--- src/rtl/chan_pkg.sv ---
// Shared types for the dual-threshold channel decoder: committed rail
// levels, decoder FSM states, and the raw comparator-pair classifier.
package chan_pkg;

    typedef enum logic [1:0] {
        LVL_LOW  = 2'b00,
        LVL_MID  = 2'b01,
        LVL_HIGH = 2'b11
    } level_t;

    typedef enum logic [2:0] {
        INIT,
        LOW,
        MID_L,
        MID_H,
        HIGH
    } dec_state_t;

    // Map a synchronized (H,L) comparator pair onto a rail class.
    // The (1,0) pair cannot occur physically (above VIH but below VIL),
    // so it is treated as mid rail and flagged separately by the caller.
    function automatic level_t classify(input logic h, input logic l);
        level_t cls;
        case ({h, l})
            2'b11:   cls = LVL_HIGH;
            2'b00:   cls = LVL_LOW;
            default: cls = LVL_MID;
        endcase
        return cls;
    endfunction

    // True for the physically impossible above-VIH-but-below-VIL pair.
    function automatic logic is_illegal(input logic h, input logic l);
        return h & ~l;
    endfunction

endpackage

--- src/rtl/sync_ff.sv ---
// Single-bit multi-flop synchronizer for an asynchronous input.
// Depth is set by STAGES (at least 2); the last flop drives q.
module sync_ff #(
    parameter int STAGES = 2
) (
    input  logic clk,
    input  logic rst,
    input  logic d,
    output logic q
);

    logic [STAGES-1:0] chain;

    // Shift the asynchronous input through the flop chain every cycle.
    always_ff @(posedge clk) begin
        if (rst) begin
            chain <= '0;
        end else begin
            chain <= {chain[STAGES-2:0], d};
        end
    end

    assign q = chain[STAGES-1];

endmodule

--- src/rtl/chan_thresh_decoder.sv ---
// Per-channel receive decoder for the VIL/VIH comparator pair.
// Synchronizes both comparator outputs, debounces the raw rail class,
// and tracks the last rail reached so rise/fall only strobe on a true
// rail-to-rail crossing. Illegal comparator pairs raise a sticky error.
module chan_thresh_decoder
    import chan_pkg::*;
#(
    parameter int SYNC_STAGES = 2,
    parameter int DB_CNT      = 4,
    parameter int CNT_W       = $clog2(DB_CNT + 1)
) (
    input  logic       clk,
    input  logic       rst,
    input  logic       CH_H,
    input  logic       CH_L,
    input  logic       smpl_en,
    input  logic       clr_err,
    output logic [1:0] level,
    output logic       rise,
    output logic       fall,
    output logic       err
);

    logic             h_sync;
    logic             l_sync;
    level_t           raw_cls;
    logic             raw_illegal;

    level_t           cand;
    level_t           cand_nxt;
    logic [CNT_W-1:0] cnt;
    logic [CNT_W-1:0] cnt_nxt;

    dec_state_t       state;
    dec_state_t       state_nxt;
    level_t           cur_level;
    logic             commit;
    logic             rise_nxt;
    logic             fall_nxt;
    logic             err_nxt;

    sync_ff #(.STAGES(SYNC_STAGES)) u_sync_h (
        .clk (clk),
        .rst (rst),
        .d   (CH_H),
        .q   (h_sync)
    );

    sync_ff #(.STAGES(SYNC_STAGES)) u_sync_l (
        .clk (clk),
        .rst (rst),
        .d   (CH_L),
        .q   (l_sync)
    );

    assign raw_cls     = classify(h_sync, l_sync);
    assign raw_illegal = is_illegal(h_sync, l_sync);

    // Debounce: restart the count on a new raw class, otherwise count up to saturation.
    always_comb begin
        cand_nxt = cand;
        cnt_nxt  = cnt;
        if (smpl_en) begin
            if (raw_cls != cand) begin
                cand_nxt = raw_cls;
                cnt_nxt  = CNT_W'(1);
            end else if (cnt < CNT_W'(DB_CNT)) begin
                cnt_nxt = cnt + CNT_W'(1);
            end
        end
    end

    // Commit is taken on the edge where the count reaches DB_CNT so the level
    // updates on that same edge; a saturated count on the committed class is inert.
    assign commit = smpl_en && (cnt_nxt == CNT_W'(DB_CNT)) && (cand_nxt != cur_level);

    // Decoder FSM next state and strobes; mid-rail states remember the last rail.
    always_comb begin
        state_nxt = state;
        rise_nxt  = 1'b0;
        fall_nxt  = 1'b0;
        if (commit) begin
            case (state)
                INIT: begin
                    if (cand_nxt == LVL_LOW)       state_nxt = LOW;
                    else if (cand_nxt == LVL_HIGH) state_nxt = HIGH;
                end
                LOW: begin
                    if (cand_nxt == LVL_MID) begin
                        state_nxt = MID_L;
                    end else if (cand_nxt == LVL_HIGH) begin
                        state_nxt = HIGH;
                        rise_nxt  = 1'b1;
                    end
                end
                MID_L: begin
                    if (cand_nxt == LVL_HIGH) begin
                        state_nxt = HIGH;
                        rise_nxt  = 1'b1;
                    end else if (cand_nxt == LVL_LOW) begin
                        state_nxt = LOW;
                    end
                end
                HIGH: begin
                    if (cand_nxt == LVL_MID) begin
                        state_nxt = MID_H;
                    end else if (cand_nxt == LVL_LOW) begin
                        state_nxt = LOW;
                        fall_nxt  = 1'b1;
                    end
                end
                MID_H: begin
                    if (cand_nxt == LVL_LOW) begin
                        state_nxt = LOW;
                        fall_nxt  = 1'b1;
                    end else if (cand_nxt == LVL_HIGH) begin
                        state_nxt = HIGH;
                    end
                end
                default: state_nxt = INIT;
            endcase
        end
    end

    // Sticky error: a qualified illegal sample wins over a same-cycle clear.
    always_comb begin
        err_nxt = err;
        if (smpl_en && raw_illegal) begin
            err_nxt = 1'b1;
        end else if (clr_err) begin
            err_nxt = 1'b0;
        end
    end

    // State, debounce and output registers.
    always_ff @(posedge clk) begin
        if (rst) begin
            state <= INIT;
            cand  <= LVL_MID;
            cnt   <= '0;
            rise  <= 1'b0;
            fall  <= 1'b0;
            err   <= 1'b0;
        end else begin
            state <= state_nxt;
            cand  <= cand_nxt;
            cnt   <= cnt_nxt;
            rise  <= rise_nxt;
            fall  <= fall_nxt;
            err   <= err_nxt;
        end
    end

    // Committed level is a pure decode of the registered state.
    always_comb begin
        cur_level = LVL_MID;
        case (state)
            LOW:     cur_level = LVL_LOW;
            HIGH:    cur_level = LVL_HIGH;
            default: cur_level = LVL_MID;
        endcase
    end

    assign level = cur_level;

endmodule
--- config.mk ---
export PLATFORM = sky130hd
export DESIGN_NAME = chan_thresh_decoder
export DESIGN_NICKNAME = d
export VERILOG_FILES = /design/src/rtl/chan_pkg.sv /design/src/rtl/sync_ff.sv /design/src/rtl/chan_thresh_decoder.sv
export SDC_FILE = /design/constraint.sdc
export NUM_CORES = 1
export LEC_CHECK = 0
export CORE_MARGIN = 2
export CORE_UTILIZATION = 55
export DETAILED_ROUTE_END_ITERATION = 8
export PLACE_DENSITY_LB_ADDON = 0.3
export SLEW_MARGIN = 10
export SYNTH_ARGS = -nofsm -noshare
export SYNTH_HDL_FRONTEND = slang
export SYNTH_SLANG_ARGS = --single-unit
--- constraint.sdc ---
create_clock -name clk -period 4.6 [get_ports clk]
set_clock_uncertainty 0.15 [all_clocks]
set_input_delay 0.69 -clock clk [delete_from_list [all_inputs] [get_ports clk]]
set_output_delay 0.69 -clock clk [all_outputs]
set_load 0.05 [all_outputs]
==> flow_summary.yaml <==
clocking:
  postCtsSetupRepairBufs: 0
  clock_insertion_delay_worst_skew_ns: 0.28
  clock-sinks: 15
  ctsHtreeMaxLevel: 1
  cts.repair.resized: 0
  tritoncts: "yes"
  worst_setup_hold_path_clk_slew_ns: 0.09
  cts_buf_count: 3
  cts_buffer_depth: 2
  ctsRootBufferMaster: "sky130_fd_sc_hd__clkbuf_4"
  postCtsHoldBufs: 0
timing:
  transition_time_at_the_pin_with_the_least_slew_margin_ns: 0.532
  postLayoutSetupSlackWorst_ns: 1.74
  timing.slew.headroom_pct: 64.4
  post-route-period-util_pct: 62.2
  setup_total_negative_slack_ns: 0
  report.final.hold_viol_count: 0
  timing.final.max_slew_violations: 0
  finalSetupViolations: 0
  grt_setup_unrepaired: "no"
  maxClockFrequency_mhz: 350
  period_needed_ns: 2.86
synth:
  netlist-cell-type-count: 37
  synth-warning-count: 0
  synth_enable_flop_cells: 0
  synth_top_area_share_pct: 38.5
  synth_xor_area_share_pct: 3.37
  synth_top_cell_by_area: "sky130_fd_sc_hd__dfxtp_1"
  yosys.area_share.adder_pct: 1.60
  netlist_instances: 86
  synth.yosys.seq_area_share_pct: 38.5
  yosys-top-cells-area: "sky130_fd_sc_hd__dfxtp_1 38%, sky130_fd_sc_hd__nor2b_1 5.6%, sky130_fd_sc_hd__nor3_1 4.5%"
  synthesis.area_per_instance_um2: 9.08
  synth_flop_cell: "sky130_fd_sc_hd__dfxtp_1"
  yosys-mux-area-fraction_pct: 4.17
  synthSimpleGateAreaFrac_pct: 31.1
  synthesized_area_fraction_occupied_by_ao_oa_aoi_and_oai_cells_pct: 19.2
  synth.ff_latch_count: 15
  asyncSetResetFlopFracSynth_pct: 0
  syn_nets: 93
  dominant_combinational_cell_family_by_area_after_synthesis: "simple AND/OR/NAND/NOR gates"
  total_standard_cell_area_after_synthesis_um2: 781
layout:
  drive_gt1_share_pct: 9.28
  stdcell_count: 112
  final_nets: 105
  final_design_area_no_fill_um2: 916
  areaGrowthSynthToFinish_pct: 17.3
  antenna_cells_inserted: 0
detailed_routing:
  drt_first_iter_violations: 8
  wl_um: 1470
  detail_route.vias_per_cell: 5.83
  vias: 653
  drt_pass1_iterations: 4
  post_route_ant_nets: 0
  drt-wirelength-per-cell_um: 13.1
  drc: 0
global_routing:
  grt_use_total_pct: 18.6
  grt_pass1_vias: 597
  grt_pass1_wl_um: 2550
  grt_start_max_net_pins: 17
  antenna_violations_before_repair: 0
  global_route.overflow_total: 0
setup_path:
  cp.arrival_ns: 2.02
  critical_path.endpoint_type: "output port"
  worst-endpoint-required_ns: 3.76
  worstSetupPathType: "register to output port"
  critical_path_peak_fanout: 7
  start_kind: "register"
  reg2regPathDepth: 5
die:
  die_area_mm2: 0.00174
  io_pins: 11
  die_y_um: 41.7
  core.rowCount: 13
  floorplan.initialDensity_pct: 59.3
  die_w_um: 41.7
  core_region_area_mm2: 0.00132
job:
  drv.max_cap_violation_count: 0
placement:
  gpl.final_weighted_congestion: 0.910
  place_hpwl_um: 1130
  postPlaceCellArea_um2: 888
  post-place-ws_ns: 1.65
  numPlacedInstances: 108
  io_buffer_count: 10
hold_path:
  hp-class: "register to register"
  hold_depth: 1
power:
  power_leakage_nw: 0.367
  ir_worst_vdd_v: 0.000230
  power_per_cell_area_mw_per_mm2: 261
run_status:
  outcome: "finished, final reports clean"
[routing by layer]
metal / wire, µm / GRT usage (%) / vias up
met5: 0 / 0 / -
met4: 23 / 7.74 / 0
met3: 36 / 2.61 / 4
met2: 655 / 29.1 / 11
met1: 749 / 25.7 / 300
li1: - / - / 338
[stage by stage]
step                      power, mW  hold WS (ns)  utilization [%]
final                         0.239         0.302             69.5
after global placement        0.168         0.271             67.4
after detailed placement      0.168         0.282             67.4
after CTS                     0.240         0.303             69.5
after global routing          0.249         0.323             69.5
after floorplan               0.159         0.264                -
[synth_stat cells, drive strengths merged, types with 2 or more instances]
library cell,number
xnor2,2
nand2b,4
dfxtp,15
o41ai,2
nand3b,2
nor2b,7
and3,2
mux2,2
nor3b,2
or3b,2
o21a,2
a21oi,5
o21ai,2
nor2,7
nand3,2
clkbuf,3
nor3,7
o21bai,2
nand2,2
[cell usage in the layout, fill, tap and decap left out]
cell type,count
sky130_fd_sc_hd__xnor2_1,2
sky130_fd_sc_hd__and2b_1,1
sky130_fd_sc_hd__o21bai_1,2
sky130_fd_sc_hd__o31ai_1,1
sky130_fd_sc_hd__nor2b_1,7
sky130_fd_sc_hd__dfxtp_1,15
sky130_fd_sc_hd__o41ai_1,1
sky130_fd_sc_hd__nand2_1,2
sky130_fd_sc_hd__nor4bb_1,1
sky130_fd_sc_hd__nand3_1,2
sky130_fd_sc_hd__nor3b_1,2
sky130_fd_sc_hd__ha_1,1
sky130_fd_sc_hd__nand3b_1,2
sky130_fd_sc_hd__nand2b_1,4
sky130_fd_sc_hd__o41a_1,1
sky130_fd_sc_hd__a21o_1,1
sky130_fd_sc_hd__nor2_1,7
sky130_fd_sc_hd__a2111oi_0,1
sky130_fd_sc_hd__or3b_1,1
sky130_fd_sc_hd__or3b_4,1
sky130_fd_sc_hd__a21oi_2,2
sky130_fd_sc_hd__or2_1,1
sky130_fd_sc_hd__xor2_1,1
sky130_fd_sc_hd__mux2i_1,1
sky130_fd_sc_hd__a31oi_1,1
sky130_fd_sc_hd__clkinv_2,2
sky130_fd_sc_hd__o21a_1,2
sky130_fd_sc_hd__a21oi_1,3
sky130_fd_sc_hd__o21ai_1,1
sky130_fd_sc_hd__nor3_1,7
sky130_fd_sc_hd__mux2_1,2
sky130_fd_sc_hd__clkdlybuf4s50_1,10
sky130_fd_sc_hd__o2111a_1,1
sky130_fd_sc_hd__o41ai_2,1
sky130_fd_sc_hd__and3_1,2
sky130_fd_sc_hd__and4_1,1
sky130_fd_sc_hd__clkbuf_4,3
sky130_fd_sc_hd__o21ai_0,1
[worst max-delay path: stages (launching register included)]
cell,delay (ns)
sky130_fd_sc_hd__dfxtp_1,0.44
sky130_fd_sc_hd__or3b_4,0.43
sky130_fd_sc_hd__clkinv_2,0.08
sky130_fd_sc_hd__clkdlybuf4s50_1,0.79
[sequential cells by signal, summed over array words and instances (netlist names)]
name            flops
cand                2
cnt                 3
u_sync_l.chain      2
rise                1
err                 1
u_sync_h.chain      2
state               3
fall                1
[area by class of cell]
class	instances	area [µm²]
clock buffer	3	22.5
clock inverter	1	5.00
fill	106	402
inverter	1	5.00
multi-input combinational	67	464
sequential	15	300
tap	15	18.8
timing repair buffer	10	100
[where the power goes]
| group | switching (mW) | internal (mW) | total [mW] |
|---|---|---|---|
| Clock | 0.0410 | 0.0322 | 0.0732 |
| Sequential | 0.00423 | 0.134 | 0.138 |
| Combinational | 0.0141 | 0.0134 | 0.0274 |
[logic make-up (layout without fill, tap and decap cells)]
logic type / count (synthesis) / in the layout
flip-flops: 15 / 15
XOR/XNOR: 3 / 3
multiplexers: 3 / 3
AO/OA/AOI/OAI: 19 / 19
adder cells (fa/ha/maj): 1 / 1
buffers and inverters: 4 / 15
AND/OR/NAND/NOR: 41 / 41
[final timing paths]
| kind | from | endpoint | slack (ns) |
|---|---|---|---|
| worst max-delay path | state[2] | level[1] | 1.74 |
| worst max register to register | state[2] | state[0] | 2.51 |
| worst min register to register | u_sync_l.chain[0] | u_sync_l.chain[1] | 0.30 |
| worst min-delay path | u_sync_l.chain[0] | u_sync_l.chain[1] | 0.30 |
(Power assumes the default switching activity.)
